==> config.mk <==
export PLATFORM = sky130hd
export DESIGN_NAME = instr_decode_unit
export DESIGN_NICKNAME = d
export VERILOG_FILES = /design/src/rtl/instr_decode_unit.sv
export SDC_FILE = /design/constraint.sdc
export NUM_CORES = 1
export LEC_CHECK = 0
export CAP_MARGIN = 0
export CELL_PAD_IN_SITES_DETAIL_PLACEMENT = 2
export CELL_PAD_IN_SITES_GLOBAL_PLACEMENT = 2
export CORE_AREA = 8 8 69 83
export DETAILED_ROUTE_END_ITERATION = 12
export DIE_AREA = 0 0 77 91
export PLACE_DENSITY = 0.78
export SETUP_SLACK_MARGIN = 0.5
export SLEW_MARGIN = 30
export SYNTH_ARGS = -nofsm -noshare
export SYNTH_HDL_FRONTEND = slang
export SYNTH_SLANG_ARGS = --single-unit
==> constraint.sdc <==
create_clock -name clk -period 3.5 [get_ports clk]
set_input_delay 0.35 -clock clk [delete_from_list [all_inputs] [get_ports clk]]
set_output_delay 0.35 -clock clk [all_outputs]
set_load 0.05 [all_outputs]
==> src/rtl/instr_decode_unit.sv <==
// rtl/instr_decode_unit.sv - registered handshaked instruction decoder with two-byte wide-immediate assembly
// Optional feature macro: DECODE_ILLEGAL_TRAP_EN (adds the illegal output and trap decode)
module instr_decode_unit #(
    parameter int INSTR_W  = 8,
    parameter int OPCODE_W = 5,
    parameter logic [OPCODE_W-1:0] OP_LI  = 5'b00001,
    parameter logic [OPCODE_W-1:0] OP_LD  = 5'b00010,
    parameter logic [OPCODE_W-1:0] OP_ST  = 5'b00011,
    parameter logic [OPCODE_W-1:0] OP_LIX = 5'b00100
) (
    input  logic                        clk,
    input  logic                        reset,
    input  logic                        in_valid,
    output logic                        in_ready,
    input  logic [INSTR_W-1:0]          instr,
    output logic                        out_valid,
    input  logic                        out_ready,
    output logic [OPCODE_W-1:0]         opcode,
    output logic [INSTR_W-OPCODE_W-1:0] register,
    output logic [INSTR_W-1:0]          imm,
    output logic                        imm_wide,
    output logic                        is_alu_op,
    output logic                        is_mem_op,
    output logic                        mem_rw,
    output logic                        increment_pc
`ifdef DECODE_ILLEGAL_TRAP_EN
    ,
    output logic                        illegal
`endif
);

    localparam int FIELD_W = INSTR_W - OPCODE_W;

    typedef enum logic {
        S_OP  = 1'b0,
        S_EXT = 1'b1
    } state_t;

    state_t                r_state;
    state_t                w_state_nxt;

    logic                  r_out_valid;
    logic [OPCODE_W-1:0]   r_opcode;
    logic [FIELD_W-1:0]    r_register;
    logic [INSTR_W-1:0]    r_imm;
    logic                  r_imm_wide;
    logic                  r_is_alu_op;
    logic                  r_is_mem_op;
    logic                  r_mem_rw;

    logic [OPCODE_W-1:0]   r_pend_opcode;
    logic [FIELD_W-1:0]    r_pend_register;

    logic                  w_in_ready;
    logic                  w_consume;
    logic                  w_load;
    logic                  w_pend_load;

    logic [OPCODE_W-1:0]   w_byte_opcode;
    logic [FIELD_W-1:0]    w_byte_field;

    logic [OPCODE_W-1:0]   w_dec_opcode;
    logic [FIELD_W-1:0]    w_dec_register;
    logic [INSTR_W-1:0]    w_dec_imm;
    logic                  w_dec_imm_wide;
    logic                  w_dec_is_alu_op;
    logic                  w_dec_is_mem_op;
    logic                  w_dec_mem_rw;

`ifdef DECODE_ILLEGAL_TRAP_EN
    logic                  r_illegal;
    logic                  w_dec_illegal;
`endif

    // A byte may only be taken when the output register is empty or being drained this cycle.
    assign w_in_ready    = !r_out_valid || out_ready;
    assign w_consume     = in_valid && w_in_ready;
    assign w_byte_opcode = instr[INSTR_W-1 -: OPCODE_W];
    assign w_byte_field  = instr[FIELD_W-1:0];

    // Next-state logic: decide whether the consumed byte loads the output or is held as a pending LIX head.
    always_comb begin
        w_state_nxt = r_state;
        w_load      = 1'b0;
        w_pend_load = 1'b0;
        if (w_consume) begin
            case (r_state)
                S_OP: begin
                    if (w_byte_opcode == OP_LIX) begin
                        w_pend_load = 1'b1;
                        w_state_nxt = S_EXT;
                    end else begin
                        w_load = 1'b1;
                    end
                end
                S_EXT: begin
                    w_load      = 1'b1;
                    w_state_nxt = S_OP;
                end
                default: w_state_nxt = S_OP;
            endcase
        end
    end

    // Field decode: in S_EXT the opcode/register come from the pending head and the byte is the immediate.
    always_comb begin
        w_dec_opcode    = w_byte_opcode;
        w_dec_register  = w_byte_field;
        w_dec_imm       = {{OPCODE_W{1'b0}}, w_byte_field};
        w_dec_imm_wide  = 1'b0;
        if (r_state == S_EXT) begin
            w_dec_opcode   = r_pend_opcode;
            w_dec_register = r_pend_register;
            w_dec_imm      = instr;
            w_dec_imm_wide = 1'b1;
        end
        w_dec_is_alu_op = w_dec_opcode[OPCODE_W-1];
        w_dec_is_mem_op = (w_dec_opcode == OP_LD) || (w_dec_opcode == OP_ST);
        w_dec_mem_rw    = w_dec_is_mem_op && w_dec_opcode[0];
    end

`ifdef DECODE_ILLEGAL_TRAP_EN
    // Any non-ALU opcode outside the known set traps; class flags are already 0 for these codes.
    always_comb begin
        w_dec_illegal = !w_dec_opcode[OPCODE_W-1]
                        && (w_dec_opcode != '0)
                        && (w_dec_opcode != OP_LI)
                        && (w_dec_opcode != OP_LD)
                        && (w_dec_opcode != OP_ST)
                        && (w_dec_opcode != OP_LIX);
    end
`endif

    // State register and pending LIX head; reset discards any half-assembled instruction.
    always_ff @(posedge clk) begin
        if (reset) begin
            r_state         <= S_OP;
            r_pend_opcode   <= '0;
            r_pend_register <= '0;
        end else begin
            r_state <= w_state_nxt;
            if (w_pend_load) begin
                r_pend_opcode   <= w_byte_opcode;
                r_pend_register <= w_byte_field;
            end
        end
    end

    // Output register: a load wins over a drain; fields change only on load so a stalled result stays stable.
    always_ff @(posedge clk) begin
        if (reset) begin
            r_out_valid <= 1'b0;
            r_opcode    <= '0;
            r_register  <= '0;
            r_imm       <= '0;
            r_imm_wide  <= 1'b0;
            r_is_alu_op <= 1'b0;
            r_is_mem_op <= 1'b0;
            r_mem_rw    <= 1'b0;
`ifdef DECODE_ILLEGAL_TRAP_EN
            r_illegal   <= 1'b0;
`endif
        end else if (w_load) begin
            r_out_valid <= 1'b1;
            r_opcode    <= w_dec_opcode;
            r_register  <= w_dec_register;
            r_imm       <= w_dec_imm;
            r_imm_wide  <= w_dec_imm_wide;
            r_is_alu_op <= w_dec_is_alu_op;
            r_is_mem_op <= w_dec_is_mem_op;
            r_mem_rw    <= w_dec_mem_rw;
`ifdef DECODE_ILLEGAL_TRAP_EN
            r_illegal   <= w_dec_illegal;
`endif
        end else if (r_out_valid && out_ready) begin
            r_out_valid <= 1'b0;
        end
    end

    assign in_ready     = w_in_ready;
    assign increment_pc = w_consume;
    assign out_valid    = r_out_valid;
    assign opcode       = r_opcode;
    assign register     = r_register;
    assign imm          = r_imm;
    assign imm_wide     = r_imm_wide;
    assign is_alu_op    = r_is_alu_op;
    assign is_mem_op    = r_is_mem_op;
    assign mem_rw       = r_mem_rw;
`ifdef DECODE_ILLEGAL_TRAP_EN
    assign illegal      = r_illegal;
`endif

endmodule

Word-level counts from Yosys, hierarchy flattened

Index checks and enable logic that the tools add are counted.

Add/sub/neg operators: 0
Multipliers: 0
Divide/modulo/power cells: 0
Magnitude comparators: 0
Equality and inequality tests: 3
Shifts and indexed selects: 0
Muxes and demuxes: 13
Bitwise gates (word level): 1
Reductions and logical operators: 7

Operators with widths:

| operator                                                               | number |
|---|---|
| 5-bit by 2-bit equality test with 1-bit output (second input constant) | 2 |
| 1-bit 2-to-1 mux                                                       | 8 |
| 8-bit 2-to-1 mux                                                       | 1 |
| 5-bit by 3-bit equality test with 1-bit output (second input constant) | 1 |
| 5-bit 2-to-1 mux                                                       | 1 |
| 1-bit case mux with 2 select lines                                     | 2 |
| 1-bit logical AND                                                      | 3 |
| 3-bit 2-to-1 mux                                                       | 1 |
| 1-bit logical OR                                                       | 2 |
| 2-bit nonzero test                                                     | 1 |
| 1-bit zero test                                                        | 1 |
| 1-bit NOT                                                              | 1 |

Bits in registers: 30
Bits in latches: 0
Memory bits (writable): 0
Memory bits (read-only): 0
Input port bits: 12
Output and inout port bits: 23
Word-level logic and storage cells: 35
Memories kept: 0

Logic depth before layout (Yosys ltp)

Gate-level depths: netlist of the first run.

Depth in word-level cells: 5
Mapped depth: 5
Gate-level depth less buffers: 4

Least setup slack after synthesis of the first run

OpenSTA, ideal clock, no wires.

Kind: register -> register
Start: register r_out_valid (netlist: out_valid)
End: register r_opcode[1] (netlist: opcode[1])
Setup time: 59 ps
Data arrival time: 1949 ps
Required time: 3441 ps
Path slack: 1492 ps
Cell stages (with the launch flop): 6
Buffers on the path: 1
Clock period less this slack: 2008 ps
Cells stage by stage: dfxtp_1 > nor2b_1 > inv_1 > clkbuf_1 > o2111ai_1 > o211a_1

Word-level cells in the longest chain between the ends: 4

RTL lines:

| item                   | RTL line | text |
|---|---|---|
| from (decl)            | 42       | `logic r_out_valid;` |
| from (signal assigned) | 152      | `r_out_valid <= 1'b0;` |
| from (signal assigned) | 164      | `r_out_valid <= 1'b1;` |
| from (signal assigned) | 176      | `r_out_valid <= 1'b0;` |
| 1-bit zero test        | 76       | `assign w_in_ready = !r_out_valid \|\| out_ready;` |
| 1-bit logical OR       | 76       |  |
| named net in_ready     | 14       | `output logic in_ready,` |
| 1-bit logical AND      | 77       | `assign w_consume = in_valid && w_in_ready;` |
| 1-bit 2-to-1 mux       | 86       | `if (w_consume) begin` |
| to (signal assigned)   | 165      | `r_opcode <= w_dec_opcode;` |
| to (decl)              | 43       | `logic [OPCODE_W-1:0] r_opcode;` |

The timed path passes the listed nets, and every way through them passes these cells.
A chain may end at the register's enable or synchronous reset.

Worst setup path after layout of the first run

Start: input port out_ready
End: output port in_ready

Word-level cells in the longest chain between the ends: 1

RTL lines:

| item             | RTL line | text |
|---|---|---|
| from (decl)      | 17       | `input logic out_ready,` |
| 1-bit logical OR | 76       |  |
| to (decl)        | 14       |  |

No other way between the ends.

==> out/metrics.sh, run 1 <==
CELLLEAKAGEPOWER_nW=0.684
WORST_R2R_PATH_DEPTH=3
POWER_DENSITY_RELATIVE_TO_CELL_AREA_nW_PER_UM2=437
WORST_FLOP_TO_FLOP_PATH_ENDPOINT='r_pend_opcode[3]'
POWER.SHARE.SWITCHING=0.284
CLKLATENCYLATEPIN_NS=0.27
FINISH.NET_COUNT=173
YOSYSTOPAREACELLSHARE=0.441
CLOCK_SINKS=29
POST_SYNTHESIS_MUX_AREA_SHARE=0.161
COUNT_OF_MAXIMUM_CAPACITANCE_VIOLATIONS=0
LAYOUT.CELLS.MOST_COMMON='clkdlybuf4s50_1'
MIN_DELAY_PATH_DEPTH=2
CRITICAL_PATH_DEPTH=4
INITIAL_CELL_DENSITY_OF_THE_CORE=0.295
GP_WEIGHTED_CONGESTION=0.819
SYN_AVG_CELL_AREA_UM2=10.0
CRITICAL-PATH-TOP-DELAY-FAMILY='buffers and inverters'
CTSRESIZECOUNT=0
SYNTH_FA_HA_AREA_FRAC=0
NUMBER_OF_BUFFERS_ADDED_BY_THE_CLOCK_TREE_SYNTHESIS_STEP=5
GLOBALROUTEOVERFLOWTOTAL=0
DRT_FIRST_PASS_ITERS=4
M3_GR_USAGE=0.0375
CTS_TREE='yes'
PERIOD_SHARE=0.798
WORST_SETUP_PATH_START_KIND='input pin'
COMMONEST_NON_FILL_NON_TAP_CELLS_IN_THE_LAYOUT='34 x clkdlybuf4s50_1, 29 x dfxtp_1, 20 x mux2i_1'
PLACEMENT.IO_BUFFERS=34
TIMING.SETUP.CRITICAL_PATH_CLASS='in2out'
GRT_START_MAX_NET_PINS=27
PWR-SHARE-COMB=0.197
SETUP_VIOLATIONS=0
MET1_GRT_UTIL=0.129
POWER.CLOCK.FRACTION=0.350
IR_DROP_V=0.000246
ROOT_CELL_OF_THE_CLOCK_TREE='clkbuf_8'
TIMING.RR.START='r_state'
SYN2LAYOUT_AREA_GROWTH_PCT=34.0
MAPPEDNETLISTNETS=143
TIGHTESTPINTRANSITION_NS=0.857
DRT-VIAS-PER-INSTANCE=5.08
P_SWITCHING_mW=0.219
DRT.ANTENNA.VIOLATING_NETS=0
RUN_STATUS='finished, final reports clean'
WORST_CLOCK_SKEW_NS=0.00691
UNREPAIRED_SETUP_ENDPOINTS_AFTER_GLOBAL_ROUTING='false'
REPORT.FINAL.HOLD_VIOL_COUNT=0
ROUTED-VIA-COUNT=1113
SYNTH_CELLS=131
FILLER_INSTANCES=495
DETAIL_ROUTE.DRC_VIOLATIONS=0
GLOBAL_ROUTE.USAGE.MET2=0.216
INTERNAL-POWER_mW=0.552
ROUTED_WL_UM=4010
SEQ_AREA_FRAC_SYNTH=0.441
FINAL-MAX-SLEW-VIOLATION-COUNT=0
DPL.HPWL_UM=3040
SYNTH-SIMPLE-AREA-SHARE=0.163
TIMING.HOLD.WORST_ENDPOINT='is_mem_op'
YOSYSWARNINGS=0
YS_TOP_CELLS_BY_AREA='dfxtp_1 44%, mux2i_1 15%, o211a_1 5.3%'
SHARE_OF_CELLS_ABOVE_DRIVE_STRENGTH_1=0.0807
DIE_W_UM=77
TIMING.MAX_SLEW.REL_SLACK=0.420
LAUNCH_POINT_OF_THE_WORST_HOLD_PATH='is_mem_op'
H-TREE-DEPTH=2
FIRST_PASS_GRT_WIRE_LENGTH_UM=6840
WORST_EP_REQUIRED_TIME_NS=3.15
DETAIL_ROUTE.WL_PER_CELL_UM=18.3
GRT-BUSIEST-LAYER='met2'
WORSTHOLDPATHTYPE='reg2reg'
FMAX_MHz=358
POST_SYNTH_XOR_AREA_FRACTION=0
PLACEMENT.SETUP.WORST_SLACK_NS=0.706
DOMINANT_COMBINATIONAL_CELL_FAMILY_BY_AREA_AFTER_SYNTHESIS='compound AO/OA/AOI/OAI gates'
HOLDBUFCOUNTCTS=0
ROWS=27
FLOORPLAN_DIE_HEIGHT_UM=91
NUM_ANTENNA_CELLS=0
TOTALNEGATIVESETUPSLACK_NS=0
CRIT_PATH_CELL_TRACE='clkdlybuf4s50_1, nor2b_1, inv_1, clkdlybuf4s50_1'
CPMAXSTAGEDELAYCELL='clkdlybuf4s50_1'
SYN_AREA_UM2=1320
R2R_SLACK_NS=1.24
FINALWORSTSETUPSLACK_NS=0.706
WORST_PATH_LARGEST_CELL_DELAY_NS=0.81
SYNTH_COMPOUND_GATE_AREA_SHARE=0.166
SEQUENTIALPOWERSHARE=0.453
SYNTH_TOP_CELL_BY_AREA='dfxtp_1'
POST-CTS-SETUP-BUFFER-COUNT=0
POSTSYNTHREGISTERBITS=29
CP_COMMON_CELL='clkdlybuf4s50_1'
GR-USAGE-ALL-LAYERS=0.122
PERIOD_NEEDED_NS=2.79
DRT-INITIAL-DRC-COUNT=34
GRT_ANTENNA_BEFORE_REPAIR=0
FIRST_GLOBAL_VIAS=1279
CLKSLEWWORSTSETUPHOLDPATHS_NS=0.06
MAX_BUFFERS_ROOT_TO_SINK=2
CRIT_PATH_END_KIND='output pin'
CP_MAX_FO=12
DIE-AREA_UM2=7010
WORSTPATHBUFFERINVERTERCOUNT=3
WORST-ENDPOINT-ARRIVAL_NS=2.44
FP.COREAREA_UM2=4460
BOUNDARYPINS=35
FINAL_CORE_UTILIZATION=0.396
NETLIST-CELL-TYPE-COUNT=26
==> power groups by stage <==
stage                     sequential [mW]  clock [mW]  combinational (mW)
after floorplan                     0.396           0              0.0579
after global placement              0.356           0               0.148
after detailed placement            0.357           0               0.153
after CTS                           0.350       0.282               0.154
after global routing                0.351       0.301               0.161
final                               0.350       0.270               0.152
==> worst max-delay path by stage <==
stage	from	end	slack (ns)
3_5_place_dp	out_ready	in_ready	0.71
4_1_cts	out_ready	in_ready	0.69
2_1_floorplan	out_valid	opcode[1]	1.49
6_report	out_ready	in_ready	0.71
5_1_grt	out_ready	in_ready	0.54
3_3_place_gp	in_valid	imm[4]	0.89
==> state kept, by name, indices dropped and copies added (netlist names) <==
signal	count
imm	8
opcode	5
r_pend_opcode	5
r_pend_register	3
register	3
imm_wide	1
is_mem_op	1
mem_rw	1
out_valid	1
r_state	1
==> worst register-to-register path, stage by stage (launching register included) <==
cell     delay (ns)
dfxtp_1        0.57
nor4b_1        0.87
nand4_1        0.40
and3_1         0.31
==> per-stage QoR <==
step	cells	hold slack [ns]	total power [mW]	area, µm²
2_1_floorplan	131	0.419	0.454	1320
3_3_place_gp	212	0.447	0.504	1670
3_5_place_dp	212	0.444	0.510	1680
4_1_cts	219	0.460	0.787	1760
5_1_grt	219	0.495	0.814	1760
6_report	219	0.454	0.772	1760
==> routing by layer <==
layer	wire length [µm]	vias up
met3	168	2
met5	0	-
met1	1620	553
met2	2170	23
li1	-	535
met4	51	0
==> cell type report <==
| cell class | count | area (µm²) | share of cell area |
|---|---|---|---|
| sequential | 29 | 581 | 0.329 |
| clock buffer | 7 | 86.3 | 0.0489 |
| timing repair buffer | 35 | 348 | 0.197 |
| inverter | 5 | 18.8 | 0.0106 |
| tap | 58 | 72.6 | 0.0411 |
| multi-input combinational | 85 | 658 | 0.373 |
==> synthesized netlist by cell type <==
cell type / n
a211oi_1: 1
a21oi_1: 2
a32oi_1: 2
and3_1: 4
buf_4: 1
buf_6: 3
clkbuf_1: 8
dfxtp_1: 29
inv_1: 5
mux2_2: 1
mux2i_1: 20
nand2_1: 18
nand3_1: 7
nand4_1: 1
nor2_1: 2
nor2b_1: 1
nor4_4: 1
nor4b_1: 3
o2111ai_1: 7
o211a_1: 7
o211ai_4: 1
o21a_1: 1
o21ai_0: 3
o32ai_1: 1
or2_2: 1
or4b_4: 1
==> logic make-up (layout without fill, tap and decap cells) <==
logic type	count (synthesis)	count (layout)
compound gates	25	25
buf+inv	17	47
flops	29	29
mux	21	21
simple gates	39	39
No activity file was read; power rests on OpenSTA's default activity.
==> run 2, diff against run 1 <==
Settings changed: CORE_AREA 8 8 69 83 to 8 8 74 89, DIE_AREA 0 0 77 91 to 0 0 82 97, PLACE_DENSITY 0.78 to 0.71.
Clock period 3.5 ns to 2.4 ns, I/O delays scaled along.
==> out/metrics.sh, run 2 (same netlist as run 1, synthesis figures left out) <==
PWR-SHARE-COMB=0.210  # +0.013
P_SWITCHING_mW=0.344  # +57%
R2R_SLACK_NS=0.63  # -0.61 ns
ROWS=29  # +7.4%
NUMBER_OF_FLIP_FLOPS_UNDER_THE_LARGEST_REGISTER_NAME=8  # unchanged
WORST_R2R_PATH_DEPTH=5  # +2
TIMING.MAX_SLEW.REL_SLACK=0.479  # +0.0582
SYN2LAYOUT_AREA_GROWTH_PCT=42.3
ROOT_CELL_OF_THE_CLOCK_TREE='clkbuf_8'
OVERALL_POWER_AFTER_LAYOUT_mW=1.13  # +47%
CRIT_PATH_END_KIND='flip-flop'
NUM_ANTENNA_CELLS=0  # unchanged
GP_WEIGHTED_CONGESTION=0.706  # -14%
MAX_BUFFERS_ROOT_TO_SINK=2  # unchanged
DIE_W_UM=82  # +6.5%
RUN_STATUS='finished, final reports clean'
TIGHTESTPINTRANSITION_NS=0.780  # -0.0777 ns
FIRST_PASS_GRT_WIRE_LENGTH_UM=6620  # -3.2%
FINAL_CORE_UTILIZATION=0.364  # -0.0321
CRIT_PATH_CELL_TRACE='clkdlybuf4s50_1, buf_4, or4b_4, nor4_4, buf_4, mux2i_1'
CLOCK_SINKS=29  # unchanged
FLOORPLAN_DIE_HEIGHT_UM=97  # +6.6%
WORST_EP_REQUIRED_TIME_NS=2.61  # -0.54 ns
DETAIL_ROUTE.WL_PER_CELL_UM=17.4  # -4.6%
HOLDBUFCOUNTCTS=0  # unchanged
COMMONEST_NON_FILL_NON_TAP_CELLS_IN_THE_LAYOUT='32 x clkdlybuf4s50_1, 29 x dfxtp_1, 20 x mux2i_1'
PERIOD_NEEDED_NS=1.81
WORSTHOLDPATHTYPE='reg2reg'
TIMING.SETUP.CRITICAL_PATH_CLASS='in2reg'
DRT-INITIAL-DRC-COUNT=41  # +21%
POWER.CLOCK.FRACTION=0.341  # -0.009
CLKLATENCYLATEPIN_NS=0.29  # +0.02 ns
WORSTPATHBUFFERINVERTERCOUNT=3  # unchanged
GRT_START_MAX_NET_PINS=19  # -30%
CP_MAX_FO=5  # -7
POWER_DENSITY_RELATIVE_TO_CELL_AREA_nW_PER_UM2=606  # +39%
FINALWORSTSETUPSLACK_NS=0.595  # -0.112 ns
TOTALNEGATIVESETUPSLACK_NS=0  # unchanged
TIMING.RR.START='r_state'
BOUNDARYPINS=35  # unchanged
FINISH.NET_COUNT=184  # +6.4%
GR-USAGE-ALL-LAYERS=0.107  # -0.0151
CP_COMMON_CELL='buf_4'
CRITICAL_PATH_DEPTH=6  # +2
SETUP_VIOLATIONS=0  # unchanged
CRITICAL-PATH-TOP-DELAY-FAMILY='buffers and inverters'
FINAL-MAX-SLEW-VIOLATION-COUNT=0  # unchanged
UNREPAIRED_SETUP_ENDPOINTS_AFTER_GLOBAL_ROUTING='false'
PLACEMENT.SETUP.WORST_SLACK_NS=0.156  # -0.550 ns
FMAX_MHz=554
H-TREE-DEPTH=2  # unchanged
LAYOUT.CELLS.MOST_COMMON='clkdlybuf4s50_1'
FIRST_GLOBAL_VIAS=1292  # +1.0%
DIE-AREA_UM2=7950  # +14%
IR_DROP_V=0.000239  # -2.8%
WORST_CLOCK_SKEW_NS=0.00859  # +0.00168 ns
WORST-ENDPOINT-ARRIVAL_NS=2.02  # -0.42 ns
DETAIL_ROUTE.DRC_VIOLATIONS=0  # unchanged
NUMBER_OF_BUFFERS_ADDED_BY_THE_CLOCK_TREE_SYNTHESIS_STEP=5  # unchanged
ROUTED-VIA-COUNT=1186  # +6.6%
COUNT_OF_MAXIMUM_CAPACITANCE_VIOLATIONS=0  # unchanged
GLOBALROUTEOVERFLOWTOTAL=0  # unchanged
DPL.HPWL_UM=2990  # -1.8%
WORST_SETUP_PATH_START_KIND='input pin'
CELLLEAKAGEPOWER_nW=0.745  # +8.9%
WORST_FLOP_TO_FLOP_PATH_ENDPOINT='r_pend_register[1]'
REPORT.FINAL.HOLD_VIOL_COUNT=0  # unchanged
DRT_FIRST_PASS_ITERS=4  # unchanged
PLACEMENT.IO_BUFFERS=34  # unchanged
CTS_TREE='yes'
CLKSLEWWORSTSETUPHOLDPATHS_NS=0.07  # about the same
INTERNAL-POWER_mW=0.791  # +43%
INITIAL_CELL_DENSITY_OF_THE_CORE=0.255  # -0.0397
PERIOD_SHARE=0.752
SEQUENTIALPOWERSHARE=0.449  # -0.004
ROUTED_WL_UM=4100  # +2.3%
POWER.SHARE.SWITCHING=0.303  # +0.0186
DRT.ANTENNA.VIOLATING_NETS=0  # unchanged
WORSTSETUPSTARTPOINT='instr[4]'
WORST_PATH_LARGEST_CELL_DELAY_NS=0.58  # -0.23 ns
FP.COREAREA_UM2=5150  # +16%
TIMING.CRITICAL_PATH.TO='r_pend_register[1]'
CPMAXSTAGEDELAYCELL='or4b_4'
DRT-VIAS-PER-INSTANCE=5.05  # -0.70%
SHARE_OF_CELLS_ABOVE_DRIVE_STRENGTH_1=0.173  # +0.0927
GRT_ANTENNA_BEFORE_REPAIR=0  # unchanged
[run 2: worst min-delay path by stage]
stage / from / end / cells past startpoint
3_5_place_dp: r_pend_register[2] / r_pend_register[2] / 2
6_report: r_pend_register[2] / r_pend_register[2] / 2
5_1_grt: r_pend_register[1] / r_pend_register[1] / 2
2_1_floorplan: reset / out_valid / 1
3_3_place_gp: imm[5] / imm[5] / 2
4_1_cts: r_pend_register[2] / r_pend_register[2] / 2
[run 2: through the flow]
step / cells / cell area, µm² / hold slack [ns]
2_1_floorplan: 131 / 1320 / 0.309
5_1_grt: 235 / 1870 / 0.489
3_5_place_dp: 221 / 1730 / 0.461
6_report: 235 / 1870 / 0.464
3_3_place_gp: 221 / 1720 / 0.443
4_1_cts: 229 / 1820 / 0.470
[run 2: routing by layer]
metal,vias up,GRT usage,part of all wire
met2,29,0.182,0.51
met5,-,0,0
met3,9,0.0407,0.068
met1,591,0.113,0.40
met4,0,0.0447,0.019
li1,557,-,-
[run 2: power by group through the flow]
| stage | Combinational, mW | Sequential [mW] | Clock [mW] |
|---|---|---|---|
| 2_1_floorplan | 0.0847 | 0.577 | 0 |
| 3_3_place_gp | 0.227 | 0.519 | 0 |
| 3_5_place_dp | 0.232 | 0.520 | 0 |
| 4_1_cts | 0.235 | 0.509 | 0.403 |
| 5_1_grt | 0.253 | 0.510 | 0.421 |
| 6_report | 0.238 | 0.509 | 0.387 |
[run 2: layout make-up]
| type | count | area, µm² |
|---|---|---|
| fillers | 567 | 3280 |
| multi-input cells | 85 | 672 |
| flip-flops and latches | 29 | 581 |
| repair buffers | 46 | 438 |
| well taps | 62 | 77.6 |
| clock buffers | 6 | 72.6 |
| inverters | 5 | 22.5 |
| clock inverters | 2 | 10.0 |
[run 2: what timing repair did]
item,CTS,global route
gates resized for setup,2,2
pin swaps,0,2
setup endpoints to repair,13,3
buffers inserted,0,6
[run 2: worst reg2reg max path, cell delays in order (launching register included)]
cell and delay, ns:
dfxtp_1 0.33, buf_4 0.21, or4b_4 0.57, nor4_4 0.22, buf_4 0.19, mux2i_1 0.17
==> RTL change 1 (config.mk and constraints of run 2) <==
The parameter `INSTR_W` goes from 8 to 12.
--- a/src/rtl/instr_decode_unit.sv
+++ b/src/rtl/instr_decode_unit.sv
@@ -1,7 +1,7 @@
 // rtl/instr_decode_unit.sv - registered handshaked instruction decoder with two-byte wide-immediate assembly
 // Optional feature macro: DECODE_ILLEGAL_TRAP_EN (adds the illegal output and trap decode)
 module instr_decode_unit #(
-    parameter int INSTR_W  = 8,
+    parameter int INSTR_W  = 12,
     parameter int OPCODE_W = 5,
     parameter logic [OPCODE_W-1:0] OP_LI  = 5'b00001,
     parameter logic [OPCODE_W-1:0] OP_LD  = 5'b00010,
Interface: changed (resized imm, instr and register); port bits go from 35 to 47. No check against the original RTL was run, so the function may have changed too.
==> RTL change 1 against run 2 <==
Routed wire length increased by 29%. Worst setup slack improved by 0.046 ns. Critical path depth decreased by 2. Total power increased by 38%. Fmax increased by 2.6%. Sequential share of layout area increased by 3.2 points. Sequential cell count increased by 12. Final area increased by 28%. Synthesized area increased by 35%. Die area unchanged.
==> RTL change 1: results (changes against run 2) <==
Parameter                              Value

Timing
  Worst setup skew after layout ... 0.00427 ns (was 0.00859 ns)
  Relative slew slack ... 0.603 (was 0.479)

Setup path
  Crit-path slowest cell ... nor4b_4 (was or4b_4)
  Worst-case register-to-register setup slack ... 0.78 ns (was 0.63 ns)
  Worst Setup SP ... instr[7] (was instr[4])
  Maximum cell stage delay along the critical path ... 0.53 ns (was 0.58 ns)
  Largest fanout on the critical path ... 12 (was 5)
  End point of the critical path ... register[6] (was r_pend_register[1])
  Worst Reg-to-Reg Cells ... 3 (was 5)
  Worst flop-to-flop path endpoint ... register[6] (was r_pend_register[1])
  Data arrival, critical path ... 1.98 ns (was 2.02 ns)

Synthesis
  Sequential share of the synthesized area ... 0.460 (was 0.441)
  Top post-synthesis cells by area ... dfxtp_1 46%, mux2i_1 18%, nand2_1 11% (was dfxtp_1 44%, mux2i_1 15%, o211a_1 5.3%)
  Synthesized net count ... 200 (was 143)
  Commonest cells in the netlist ... 52 x nand2_1, 41 x dfxtp_1, 32 x mux2i_1 (was 29 x dfxtp_1, 20 x mux2i_1, 18 x nand2_1)
  Post-synthesis cell type count ... 24 (was 26)

Placement
  Cell Area, Placed ... 2300 um^2 (was 1730 um^2)
  Port buffer count ... 46 (was 34)
  HPWL after DPL ... 3980 um (was 2990 um)

GRT
  Antenna violations before repair ... 0 (unchanged)
  Global routing usage summed across all routing layers ... 0.136 (was 0.107)
  Wire length of the first global-routing pass ... 8490 um (was 6620 um)
  Maximum number of pins on one net before global-route repair ... 36 (was 19)
  Via count of the first global-routing pass ... 1660 (was 1292)

Route
  DR iter-0 viols ... 36 (was 41)
  Router iterations before antenna repair ... 3 (was 4)
  Wire length after detailed routing ... 5280 um (was 4100 um)
  Vias ... 1459 (was 1186)

Power
  Total leakage power ... 0.000989 uW (was 0.000745 uW)
  Worst IR Drop VDD ... 0.372 mV (was 0.239 mV)

Outcome
  Run status ... finished clean (unchanged)

Layout
  Max FFs per register ... 12 (was 8)
  Layout cell share with drive strength beyond 1 ... 0.132 (was 0.173)
  Layout Nets ... 244 (was 184)
## RTL change 1: changes by cell type in the layout (fill, tap and decap cells not counted), sizes merged, moves of 2 or more
| cell | run 2 | this run |
|---|---|---|
| inv | 4 | 6 |
| mux2i | 20 | 32 |
| o2111ai | 7 | 0 |
| clkdlybuf4s50 | 32 | 44 |
| buf | 14 | 4 |
| mux2 | 1 | 12 |
| o211a | 7 | 0 |
| nand2 | 18 | 52 |
| dfxtp | 29 | 41 |
## RTL change 1: worst min-delay path by stage
| stage | startpoint | end | slack (ns) | cells past startpoint |
|---|---|---|---|---|
| finish | is_mem_op | is_mem_op | 0.45 | 2 |
| CTS | is_mem_op | is_mem_op | 0.45 | 2 |
| global route | imm_wide | imm_wide | 0.48 | 2 |
| floorplan | reset | out_valid | 0.31 | 1 |
| detailed placement | is_mem_op | is_mem_op | 0.44 | 2 |
| global placement | imm_wide | imm_wide | 0.44 | 2 |
## RTL change 1: cells by family (layout without fill, tap and decap cells)
family,Yosys count,in the layout,synth area share
AND/OR/NAND/NOR,70,70,0.181
multiplexers,44,44,0.255
flip-flops,41,41,0.460
buffers and inverters,18,62,0.0533
AO/OA/AOI/OAI,11,11,0.0498
## RTL change 1: what timing repair did
| action | in CTS | in global routing |
|---|---|---|
| resized for setup | 1 | 3 |
| setup endpoints to repair | 1 | 5 |
| hold endpoints to repair | 0 | 0 |
## RTL change 1: final cells by class
cell class              count  area [um^2]
clock buffers               5         68.8
clock inverters             2         35.0
fillers                   559         2750
inverters                   6         22.5
multi-input cells         125          878
flip-flops and latches     41          821
well taps                  62         77.6
repair buffers             49          500
## RTL change 1: routing by layer
metal,GRT usage,share of wire,vias to the layer above
met5,0,0,-
met4,0.0325,0.012,0
met3,0.0380,0.041,7
met2,0.247,0.54,36
met1,0.148,0.41,712
li1,-,-,704
## RTL change 1: worst max-delay path: cells and delay by family
family | cells | cell delay, ns
AND/OR/NAND/NOR | 1 | 0.53
multiplexers | 1 | 0.24
AO/OA/AOI/OAI | 1 | 0.47
buffers and inverters | 1 | 0.49
## RTL change 1: power by group
group | internal (uW) | switching [uW] | total [uW]
sequential | 706 | 13.6 | 719
combinational | 115 | 190 | 304
clock | 302 | 235 | 538
## RTL change 1: metrics by stage
stage               cells  setup slack [ns]
floorplan             184             0.553
global placement      283             0.308
detailed placement    283             0.204
CTS                   290             0.529
global route          290             0.547
finish                290             0.640
==> RTL change 2 (settings of run 2) <==
Without the edit above. Reset style: asynchronous (`reset`), changed in 2 clocked blocks.
--- a/src/rtl/instr_decode_unit.sv
+++ b/src/rtl/instr_decode_unit.sv
@@ -132,7 +132,7 @@
 `endif
 
     // State register and pending LIX head; reset discards any half-assembled instruction.
-    always_ff @(posedge clk) begin
+    always_ff @(posedge clk or posedge reset) begin
         if (reset) begin
             r_state         <= S_OP;
             r_pend_opcode   <= '0;
@@ -147,7 +147,7 @@
     end
 
     // Output register: a load wins over a drain; fields change only on load so a stalled result stays stable.
-    always_ff @(posedge clk) begin
+    always_ff @(posedge clk or posedge reset) begin
         if (reset) begin
             r_out_valid <= 1'b0;
             r_opcode    <= '0;
Check against the original RTL: differs if reset is asserted again (counterexample within 4 cycles, from zero or initial values and one cycle with reset high); with reset held inactive, the same outputs for 10 cycles.
==> RTL change 2 against run 2 <==
Worst setup slack better by 0.058 ns. Routed wire length is 18% lower. Final area is 3.5% lower. Sequential cell count stayed put. Critical endpoint is now in_ready. Non-clock buffer count is 7 lower. Total power is 21% higher. Synthesized area is 2.5% lower. Die area stayed put. Count of clock-buffer cells in the layout is 1 higher.
==> RTL change 2: results (changes against run 2) <==
Parameter                              Value

Route
  Met1 layer wirelength in the final routing ... 1330 um (was 1660 um)
  Wire length after detailed routing ... 3360 um (was 4100 um)
  Detailed-routed wire length on met3 ... 241 um (was 279 um)
  Routed vias/inst ... 4.32 (was 5.05)
  DR iter-0 viols ... 20 (was 41)

Synthesis
  Post-synthesis cell type count ... 24 (was 26)
  Sequential share of the synthesized area ... 0.565 (was 0.441)
  Commonest cells in the netlist ... 29 x dfrtp_1, 19 x mux2_2, 12 x inv_1 (was 29 x dfxtp_1, 20 x mux2i_1, 18 x nand2_1)
  Top post-synthesis cells by area ... dfrtp_1 57%, mux2_2 17%, mux2i_1 3.9% (was dfxtp_1 44%, mux2i_1 15%, o211a_1 5.3%)
  Synthesized net count ... 111 (was 143)
  Synth async-reset ratio ... 1.00 (was 0)
  Synthesized instance count ... 99 (was 131)

Timing
  Worst-case setup margin in the final layout ... 0.652 ns (was 0.595 ns)
  Worst setup skew after layout ... 0.00833 ns (was 0.00859 ns)
  Worst hold slack across all endpoints ... 0.334 ns (was 0.464 ns)
  Tightest Pin Transition ... 0.513 ns (was 0.780 ns)

GRT
  Global routing usage summed across all routing layers ... 0.0920 (was 0.107)
  Via count of the first global-routing pass ... 1083 (was 1292)
  Maximum number of pins on one net before global-route repair ... 30 (was 19)
  Wire length of the first global-routing pass ... 5610 um (was 6620 um)

Power
  Total leakage power ... 0.000777 uW (was 0.000745 uW)
  Worst IR Drop VDD ... 0.393 mV (was 0.239 mV)

Setup path
  Worst Setup SP ... out_valid (was instr[4])
  Worst-case register-to-register setup slack ... 0.84 ns (was 0.63 ns)

Layout
  Layout Nets ... 153 (was 184)
  Filler Cells Inserted ... 559 (was 567)

Placement
  HPWL after DPL ... 2500 um (was 2990 um)
  Pre-CTS setup slack ... 0.271 ns (was 0.156 ns)
  Last weighted congestion value of the routability-driven placer ... 0.725 (was 0.706)

Outcome
  Run status ... finished clean (unchanged)
[RTL change 2: cell families (layout without fill, tap and decap cells)]
logic type	after synthesis	in the layout	share of synthesized area
mux	26	26	0.229
compound gates	8	8	0.0468
flops	29	29	0.565
simple gates	20	20	0.0975
buf+inv	16	59	0.0614
[RTL change 2: repair_timing]
item | CTS | global route
endpoints found under the setup margin | 1 | 3
pin swaps | 0 | 1
setup buffers | 0 | 1
gates resized for setup | 2 | 0
[RTL change 2: power by group]
group / switching (uW) / internal, uW / total [uW] / leakage (uW)
combinational: 224 / 139 / 364 / 0.000351
sequential: 28.4 / 538 / 566 / 0.000372
clock: 186 / 259 / 444 / 0.0000542
[RTL change 2: layout make-up]
| class | count | area [um^2] | share of cell area |
|---|---|---|---|
| sequential | 29 | 727 | 0.402 |
| multi-input combinational | 54 | 482 | 0.267 |
| timing repair buffer | 39 | 374 | 0.207 |
| clock buffer | 7 | 96.3 | 0.0533 |
| tap | 62 | 77.6 | 0.0429 |
| inverter | 12 | 45.0 | 0.0249 |
| clock inverter | 1 | 5.00 | 0.00277 |
[RTL change 2: final timing paths]
path,to,cells after the start
setup / recovery,in_ready,3
hold / removal,opcode[3],3
setup reg to reg,imm[2],4
hold reg to reg,r_pend_opcode[0],1
max in group asynchronous,out_valid,3
min in group clk,r_pend_opcode[0],1
[RTL change 2: routing by layer]
metal / up-vias / global-route usage
met5: - / 0
met4: 0 / 0.0325
met3: 2 / 0.0491
met2: 24 / 0.150
met1: 444 / 0.0960
li1: 412 / -
[RTL change 2: critical path, stage by stage (launching register included)]
cell and delay [ns]:
dfrtp_2 0.41, nor2b_2 0.20, inv_2 0.09, dlygate4sd2_1 0.53
